[src/rtl/mem_wb_stage_pkg.sv]
// mem_wb_stage_pkg: shared datapath widths and load funct3 encodings
package mem_wb_stage_pkg;
  localparam int DataBusBits = 64;
  localparam int RegAddrBits = 5;
  localparam logic [RegAddrBits-1:0] RegZero = '0;
  localparam logic [2:0] LoadB  = 3'b000;
  localparam logic [2:0] LoadH  = 3'b001;
  localparam logic [2:0] LoadW  = 3'b010;
  localparam logic [2:0] LoadD  = 3'b011;
  localparam logic [2:0] LoadBU = 3'b100;
  localparam logic [2:0] LoadHU = 3'b101;
  localparam logic [2:0] LoadWU = 3'b110;
endpackage

[src/rtl/mem_wb_stage_load_align.sv]
// load_align: byte-lane selection, extension and misalignment detection for loads
module load_align
  import mem_wb_stage_pkg::*;
#(
  parameter int DATA_W = DataBusBits
) (
  input  logic [DATA_W-1:0] read_data,
  input  logic [2:0]        offset,
  input  logic [2:0]        funct3,
  output logic [DATA_W-1:0] data,
  output logic              fault
);
  logic [DATA_W-1:0] sh;
  assign sh = read_data >> {offset, 3'b000};
  // extend the selected lane and flag accesses that cross their natural alignment
  always_comb begin
    data = funct3 == LoadB  ? {{(DATA_W-8){sh[7]}}, sh[7:0]} :
           funct3 == LoadBU ? {{(DATA_W-8){1'b0}}, sh[7:0]} :
           funct3 == LoadH  ? {{(DATA_W-16){sh[15]}}, sh[15:0]} :
           funct3 == LoadHU ? {{(DATA_W-16){1'b0}}, sh[15:0]} :
           funct3 == LoadW  ? {{(DATA_W-32){sh[31]}}, sh[31:0]} :
           funct3 == LoadWU ? {{(DATA_W-32){1'b0}}, sh[31:0]} :
           funct3 == LoadD  ? sh : '0;
    fault = ((funct3 == LoadH || funct3 == LoadHU) && offset[0]) ||
            ((funct3 == LoadW || funct3 == LoadWU) && offset[1:0] != 2'b00) ||
            (funct3 == LoadD && offset != 3'b000) ||
            funct3 == 3'b111;
  end
endmodule

[src/rtl/mem_wb_stage.sv]
// mem_wb_stage: MEM/WB pipeline register with load formatting and fault capture
module mem_wb_stage
  import mem_wb_stage_pkg::*;
#(
  parameter int DATA_W = DataBusBits,
  parameter int ADDR_W = RegAddrBits
) (
  input  logic              clk,
  input  logic              reset,
  input  logic              stall,
  input  logic              flush,
  input  logic              mem_valid,
  input  logic              mem_we,
  input  logic [ADDR_W-1:0] mem_rd,
  input  logic [DATA_W-1:0] mem_alu_result,
  input  logic              mem_load,
  input  logic [2:0]        mem_funct3,
  input  logic [DATA_W-1:0] mem_read_data,
  input  logic              mem_branch_op,
  input  logic              mem_valid_prediction,
  output logic              wb_we,
  output logic [ADDR_W-1:0] wb_rd,
  output logic [DATA_W-1:0] wb_data,
  output logic              wb_bubble,
  output logic              wb_branch_op,
  output logic              wb_valid_prediction,
  output logic              wb_load_fault
);
  logic [DATA_W-1:0] ld_data;
  logic ld_fault, fault;
  load_align #(.DATA_W(DATA_W)) u_align (
    .read_data(mem_read_data),
    .offset(mem_alu_result[2:0]),
    .funct3(mem_funct3),
    .data(ld_data),
    .fault(ld_fault)
  );
  assign fault = mem_load && ld_fault;
  // reset and flush force a bubble, stall holds, otherwise capture the MEM slot
  always_ff @(posedge clk) begin
    if (reset || flush || (!stall && !mem_valid)) begin
      wb_we <= 1'b0;
      wb_rd <= '0;
      wb_data <= '0;
      wb_bubble <= 1'b1;
      wb_branch_op <= 1'b0;
      wb_valid_prediction <= 1'b0;
      wb_load_fault <= 1'b0;
    end else if (!stall) begin
      wb_we <= mem_we && mem_rd != RegZero[ADDR_W-1:0] && !fault;
      wb_rd <= mem_rd;
      wb_data <= fault ? '0 : mem_load ? ld_data : mem_alu_result;
      wb_bubble <= 1'b0;
      wb_branch_op <= mem_branch_op;
      wb_valid_prediction <= mem_branch_op && mem_valid_prediction;
      wb_load_fault <= fault;
    end
  end
endmodule

[config.mk]
export PLATFORM = sky130hd
export DESIGN_NAME = mem_wb_stage
export DESIGN_NICKNAME = d
export VERILOG_FILES = /design/src/rtl/mem_wb_stage_pkg.sv /design/src/rtl/mem_wb_stage_load_align.sv /design/src/rtl/mem_wb_stage.sv
export SDC_FILE = /design/constraint.sdc
export NUM_CORES = 1
export LEC_CHECK = 0
export ABC_CLOCK_PERIOD_IN_PS = 5900
export BUFFER_PORTS_ARGS = -buffer_cell sky130_fd_sc_hd__clkbuf_2
export CORE_ASPECT_RATIO = 1.2
export CORE_MARGIN = 1
export CORE_UTILIZATION = 30
export DETAILED_ROUTE_END_ITERATION = 8
export PLACE_DENSITY = 0.49
export SLEW_MARGIN = 5
export SYNTH_ARGS = -nofsm -noshare
export SYNTH_HDL_FRONTEND = slang
export SYNTH_SLANG_ARGS = --single-unit
export TNS_END_PERCENT = 100
[constraint.sdc]
create_clock -name clk -period 5.9 [get_ports clk]
set_input_delay 0.885 -clock clk [delete_from_list [all_inputs] [get_ports clk]]
set_output_delay 0.885 -clock clk [all_outputs]
set_load 0.05 [all_outputs]
==> impl_metrics.yaml, run 1 <==
final_layout:
  n_antenna_cell: 0
  layout-drive-gt1-share_pct: 42.2
  regArea_sq_mm: 0.00148
  final_nets: 989
  area_growth_pct: 24.5
  nFillCells: 2016
  multi_input_area_sq_mm: 0.00407
  layout_common_cells: "clkbuf_2 (216), nand2_1 (95), dfxtp_1 (74), o21ai_0 (60), a21oi_1 (51)"
  final_design_area_no_fill_sq_mm: 0.00737
  layout_commonest_cell: "clkbuf_2"
setup_path:
  endpoint_kind: "register"
  crit_slowest_cell: "a21oi_4"
  cp_data_required_time_ns: 6.10
  crit_arrival_ns: 3.80
  critPathLaunch: "mem_alu_result[1]"
  rr_worst_depth: 2
  r2r_setup_slack_ns: 5.01
  rr_startpoint: "wb_data[30]"
  path_class: "in2reg"
  path_cells: "clkbuf_2, inv_1, a221o_1, a21oi_4, buf_4, a311o_1, a221oi_2"
  start_kind: "input port"
  reg2reg_to: "wb_data[30]"
  path_max_fanout: 33
  cp-endpoint: "wb_data[52]"
  max_stage_delay_ns: 0.68
grt:
  globalRouteOverflowTotal: 0
  grt_pass1_wl_mm: 35.2
  antenna_found_initial: 0
  grt_max_degree: 85
  grtUsageTotal_pct: 22.8
  grt_pass1_vias: 6071
timing:
  skew_ns: 0
  fmax_mhz: 278
  fin_crit_sh_pct: 61.0
  hold_viol: 0
  setup_ws_ns: 2.30
  slew_violations: 0
  tightest_slew_ns: 0.934
  tns_ns: 0
  finalCriticalPeriod_ns: 3.60
  grt_setup_unrepaired: "false"
  slew_headroom_pct: 37.7
  setup_viol: 0
synth:
  yosys.area_share.simple_pct: 14.6
  synthXorXnorAreaFrac_pct: 0
  yosys_warnings: 0
  yosysUniqueCellTypes: 61
  synth_nets: 829
  avgSynthCellArea_sq_um: 8.66
  synth-adder-area-share_pct: 0
  synthCells: 684
  synth_compound_area_share_pct: 34.8
  synth.yosys.seq_area_share_pct: 25.0
  synthesis.area_sq_mm: 0.00592
  synthArstFlopShare_pct: 0
  synth_seq_cells: 74
  synth_mux_area_share_pct: 18.2
  synthFlopType: "dfxtp_1"
  synth_edf_count: 0
  synth_top_family_by_area: "compound AO/OA/AOI/OAI gates"
die:
  rows: 55
  die_w_um: 130
  die-area_sq_mm: 0.0203
  floorplan.core_area_sq_mm: 0.0191
  initial_core_util_pct: 31.1
  die_h_um: 156
  io_pins: 219
place:
  dpl_cell_area_sq_mm: 0.00708
  gp_congestion: 0.961
  place_worst_setup_slack_ns: 2.01
  hpwl_mm: 17.6
  io_buffers: 218
clocking:
  clk_latency_ns: 0.35
  clk_root_buffer_cell: "clkbuf_16"
  htreeDepth: 3
  post_cts_resize_count: 0
  cts_buffer_depth: 2
  numCtsBuffers: 9
  postCtsSetupBuffers: 0
  cts_sinks: 74
  clk_pin_slew_ns: 0.06
  postCtsHoldBufs: 0
  cts_tree: "done"
detailed_routing:
  drt-vias-per-instance: 5.65
  firstDrtPassIters: 5
  drt_iter0_markers: 576
  vias: 6241
  antenna_left: 0
  drcViolationCount: 0
  wl_per_cell_um: 21.0
  drt-total-wl_mm: 23.2
power:
  leakagePower_nw: 2.82
  vdd_drop_max_mv: 0.140
  power.total_mw: 1.50
  power.density_mw_per_mm2: 204
min_path:
  worstHoldPathCells: 2
  hp-class: "reg2reg"
run:
  drv_cap: 0
outcome:
  status: "complete, no violations"
## how the worst min path moves through the flow
stage | start | endpoint | slack (ns)
CTS | wb_data[14] | wb_data[14] | 0.46
global route | wb_bubble | wb_bubble | 0.48
floorplan | wb_data[10] | wb_data[10] | 0.67
detailed placement | wb_data[14] | wb_data[14] | 0.44
global placement | wb_data[14] | wb_data[14] | 0.44
finish | wb_data[14] | wb_data[14] | 0.45
## state kept, by name, summed over array words and instances, names as in the netlist
signal               flops
wb_load_fault            1
wb_rd                    5
wb_data                 64
wb_valid_prediction      1
wb_branch_op             1
wb_bubble                1
wb_we                    1
## metal layers
layer / global-route usage [%] / vias up / wire, um
met1: 29.9 / 3002 / 10100
met3: 2.91 / 30 / 1350
met5: 0 / - / 0
met4: 8.14 / 0 / 566
met2: 37.8 / 252 / 11200
li1: - / 2957 / -
## critical path, delay by kind of cell
family | cells | cell delay, ns
compound gates | 4 | 1.38
buf+inv | 3 | 1.52
## report_power, final
part | total, mW | leakage, nW | switching [mW] | internal [mW]
Sequential | 0.523 | 0.600 | 0.00953 | 0.513
Clock | 0.547 | 0.138 | 0.237 | 0.309
Combinational | 0.433 | 2.08 | 0.272 | 0.161
## per-stage QoR
step                      hold WS, ns  utilization [%]  instances
after floorplan                 0.674                -        684
after global placement          0.436             37.1       1089
after detailed placement        0.443             37.1       1089
after CTS                       0.456             38.7       1105
after global routing            0.481             38.7       1105
final                           0.451             38.7       1105
## logic make-up (layout without fill, tap and decap cells)
group | after synthesis | count (layout)
buffers and inverters | 89 | 254
AND/OR/NAND/NOR | 176 | 176
multiplexers | 82 | 82
flip-flops | 74 | 74
AO/OA/AOI/OAI | 263 | 263
## synth_stat cells (6+ instances only)
cell type / n / area share, %
or3_1: 13 / 1.4
o21ai_0: 61 / 5.2
clkbuf_1: 44 / 2.8
nand2_1: 95 / 6.0
a221oi_1: 17 / 2.5
o211ai_1: 7 / 0.89
or2_2: 15 / 1.6
a21oi_1: 52 / 4.4
inv_1: 6 / 0.38
o2bb2ai_1: 6 / 0.89
mux2_2: 32 / 6.1
a311o_1: 34 / 5.7
dfxtp_1: 74 / 25
buf_4: 6 / 0.76
a22o_1: 7 / 1.0
nor2b_1: 7 / 0.74
o21ai_1: 8 / 0.68
mux4_2: 17 / 6.5
nand2b_1: 7 / 0.74
mux2i_1: 32 / 5.4
buf_2: 22 / 1.9
a32oi_1: 13 / 1.9
a221oi_2: 30 / 7.6
nor2_1: 19 / 1.2
## cell type report
type                       count  share of cell area, %
inverter                       8                  0.407
timing repair buffer         230                   16.0
multi-input combinational    521                   55.2
clock inverter                 5                  0.509
sequential                    74                   20.1
tap                          256                   4.35
clock buffer                  11                   3.43
No activity file was read; power rests on OpenSTA's default activity.
==> inputs of run 2 (changes only) <==
- ABC_CLOCK_PERIOD_IN_PS: 5900 -> 3400
- clock period: 5.9 -> 3.4 ns (I/O delays scaled with it)
==> impl_metrics.yaml, run 2 (synthesized netlist as in run 1, its figures left out) <==
grt:
  grt_pass1_wl_mm: 36.2
  globalRouteOverflowTotal: 0
  grt_max_degree: 57
  grt_pass1_vias: 5948
  grtUsageTotal_pct: 23.8
  antenna_found_initial: 0
setup_path:
  start_kind: "input port"
  cp_data_required_time_ns: 3.61
  endpoint_kind: "register"
  r2r_setup_slack_ns: 2.56
  path_max_fanout: 54
  critPathLaunch: "mem_alu_result[0]"
  cp-endpoint: "wb_data[17]"
  rr_startpoint: "wb_data[32]"
  path_class: "in2reg"
  crit_arrival_ns: 2.57
  reg2reg_to: "wb_data[32]"
  rr_worst_depth: 2
die:
  die_h_um: 156
  die_w_um: 130
  initial_core_util_pct: 31.1
  rows: 55
  floorplan.core_area_sq_mm: 0.0191
  die-area_sq_mm: 0.0203
  io_pins: 219
detailed_routing:
  drt-total-wl_mm: 24.4
  wl_per_cell_um: 21.8
  antenna_left: 0
  drt-vias-per-instance: 5.64
  firstDrtPassIters: 5
  vias: 6295
  drcViolationCount: 0
  drt_iter0_markers: 416
final_layout:
  largest_reg_flops: 64
  layout-drive-gt1-share_pct: 42.9
  reg_top3: "wb_data: 64 flops, wb_rd: 5 flops"
  final_nets: 1001
  stdcell_count: 1117
  layout_common_cells: "clkbuf_2 (216), nand2_1 (95), dfxtp_1 (74), o21ai_0 (60), a21oi_1 (51)"
  utilization_pct: 39.5
  largest_register: "wb_data"
  n_antenna_cell: 0
  layout_commonest_cell: "clkbuf_2"
  area_growth_pct: 27.3
clocking:
  clk_latency_ns: 0.35
  postCtsSetupBuffers: 0
  cts_buffer_depth: 2
  clk_root_buffer_cell: "clkbuf_16"
  clk_pin_slew_ns: 0.07
  cts_sinks: 74
  htreeDepth: 3
  numCtsBuffers: 9
  postCtsHoldBufs: 0
  cts_tree: "done"
  post_cts_resize_count: 0
timing:
  holdWs_ns: 0.394
  tightest_slew_ns: 0.826
  setup_viol: 0
  grt_setup_unrepaired: "false"
  fin_crit_sh_pct: 69.4
  finalCriticalPeriod_ns: 2.36
  slew_violations: 0
  hold_viol: 0
  fmax_mhz: 424
  tns_ns: 0
  setup_ws_ns: 1.04
  slew_headroom_pct: 44.9
  skew_ns: 0
place:
  place_inst: 1100
  place_worst_setup_slack_ns: 0.448
  io_buffers: 218
  hpwl_mm: 17.8
  gp_congestion: 0.869
run:
  drv_cap: 0
outcome:
  status: "complete, no violations"
power:
  vdd_drop_max_mv: 0.230
  power.density_mw_per_mm2: 373
  leakagePower_nw: 2.91
min_path:
  hp-class: "in2reg"
[run 2: cell types whose count changed in the layout (fill, tap and decap cells not counted)]
cell       previous run  this run
buf_12                0         2
bufinv_16             0         3
buf_4                12        22
clkbuf_8              2         0
clkbuf_1              0         1
clkinv_4              1         0
clkinv_2              1         0
[run 2: critical path, stage by stage]
cell and delay, ns:
buf_2 0.26, buf_12 0.32, mux4_2 0.56, a221oi_1 0.61
or3_1 0.21, a221oi_2 0.05
[run 2: metrics by stage]
stage	total power [mW]	area (sq um)
finish	2.81	7540
global route	2.92	7540
CTS	2.84	7520
detailed placement	1.68	7180
global placement	1.69	7180
floorplan	1.43	5920
[run 2: layer usage]
layer,part of all wire (%),vias up,global-route usage (%)
met2,48,252,38.4
li1,-,2993,-
met1,43,3020,31.0
met3,6.5,30,4.36
met4,3.0,0,9.75
met5,0,-,0
[run 2: how the worst min path moves through the flow]
stage / from / endpoint / slack, ns / depth (start not counted)
2_1_floorplan: mem_rd[0] / wb_rd[0] / 0.65 / 2
3_3_place_gp: wb_data[12] / wb_data[12] / 0.44 / 2
4_1_cts: mem_valid_prediction / wb_valid_prediction / 0.39 / 3
6_report: mem_valid_prediction / wb_valid_prediction / 0.39 / 3
5_1_grt: mem_valid_prediction / wb_valid_prediction / 0.42 / 3
3_5_place_dp: wb_data[12] / wb_data[12] / 0.44 / 2
[run 2: area by class of cell]
class,count,area (sq um)
sequential,74,1480
clock inverter,6,114
timing repair buffer,242,1300
clock buffer,10,229
inverter,8,30.0
fill,2021,11500
multi-input combinational,521,4070
tap,256,320
[run 2: power breakdown]
group | internal, mW | switching, mW | total [mW]
clock network | 0.721 | 0.423 | 1.14
registers | 0.891 | 0.0160 | 0.907
logic | 0.289 | 0.476 | 0.764
total | 1.90 | 0.914 | 2.81
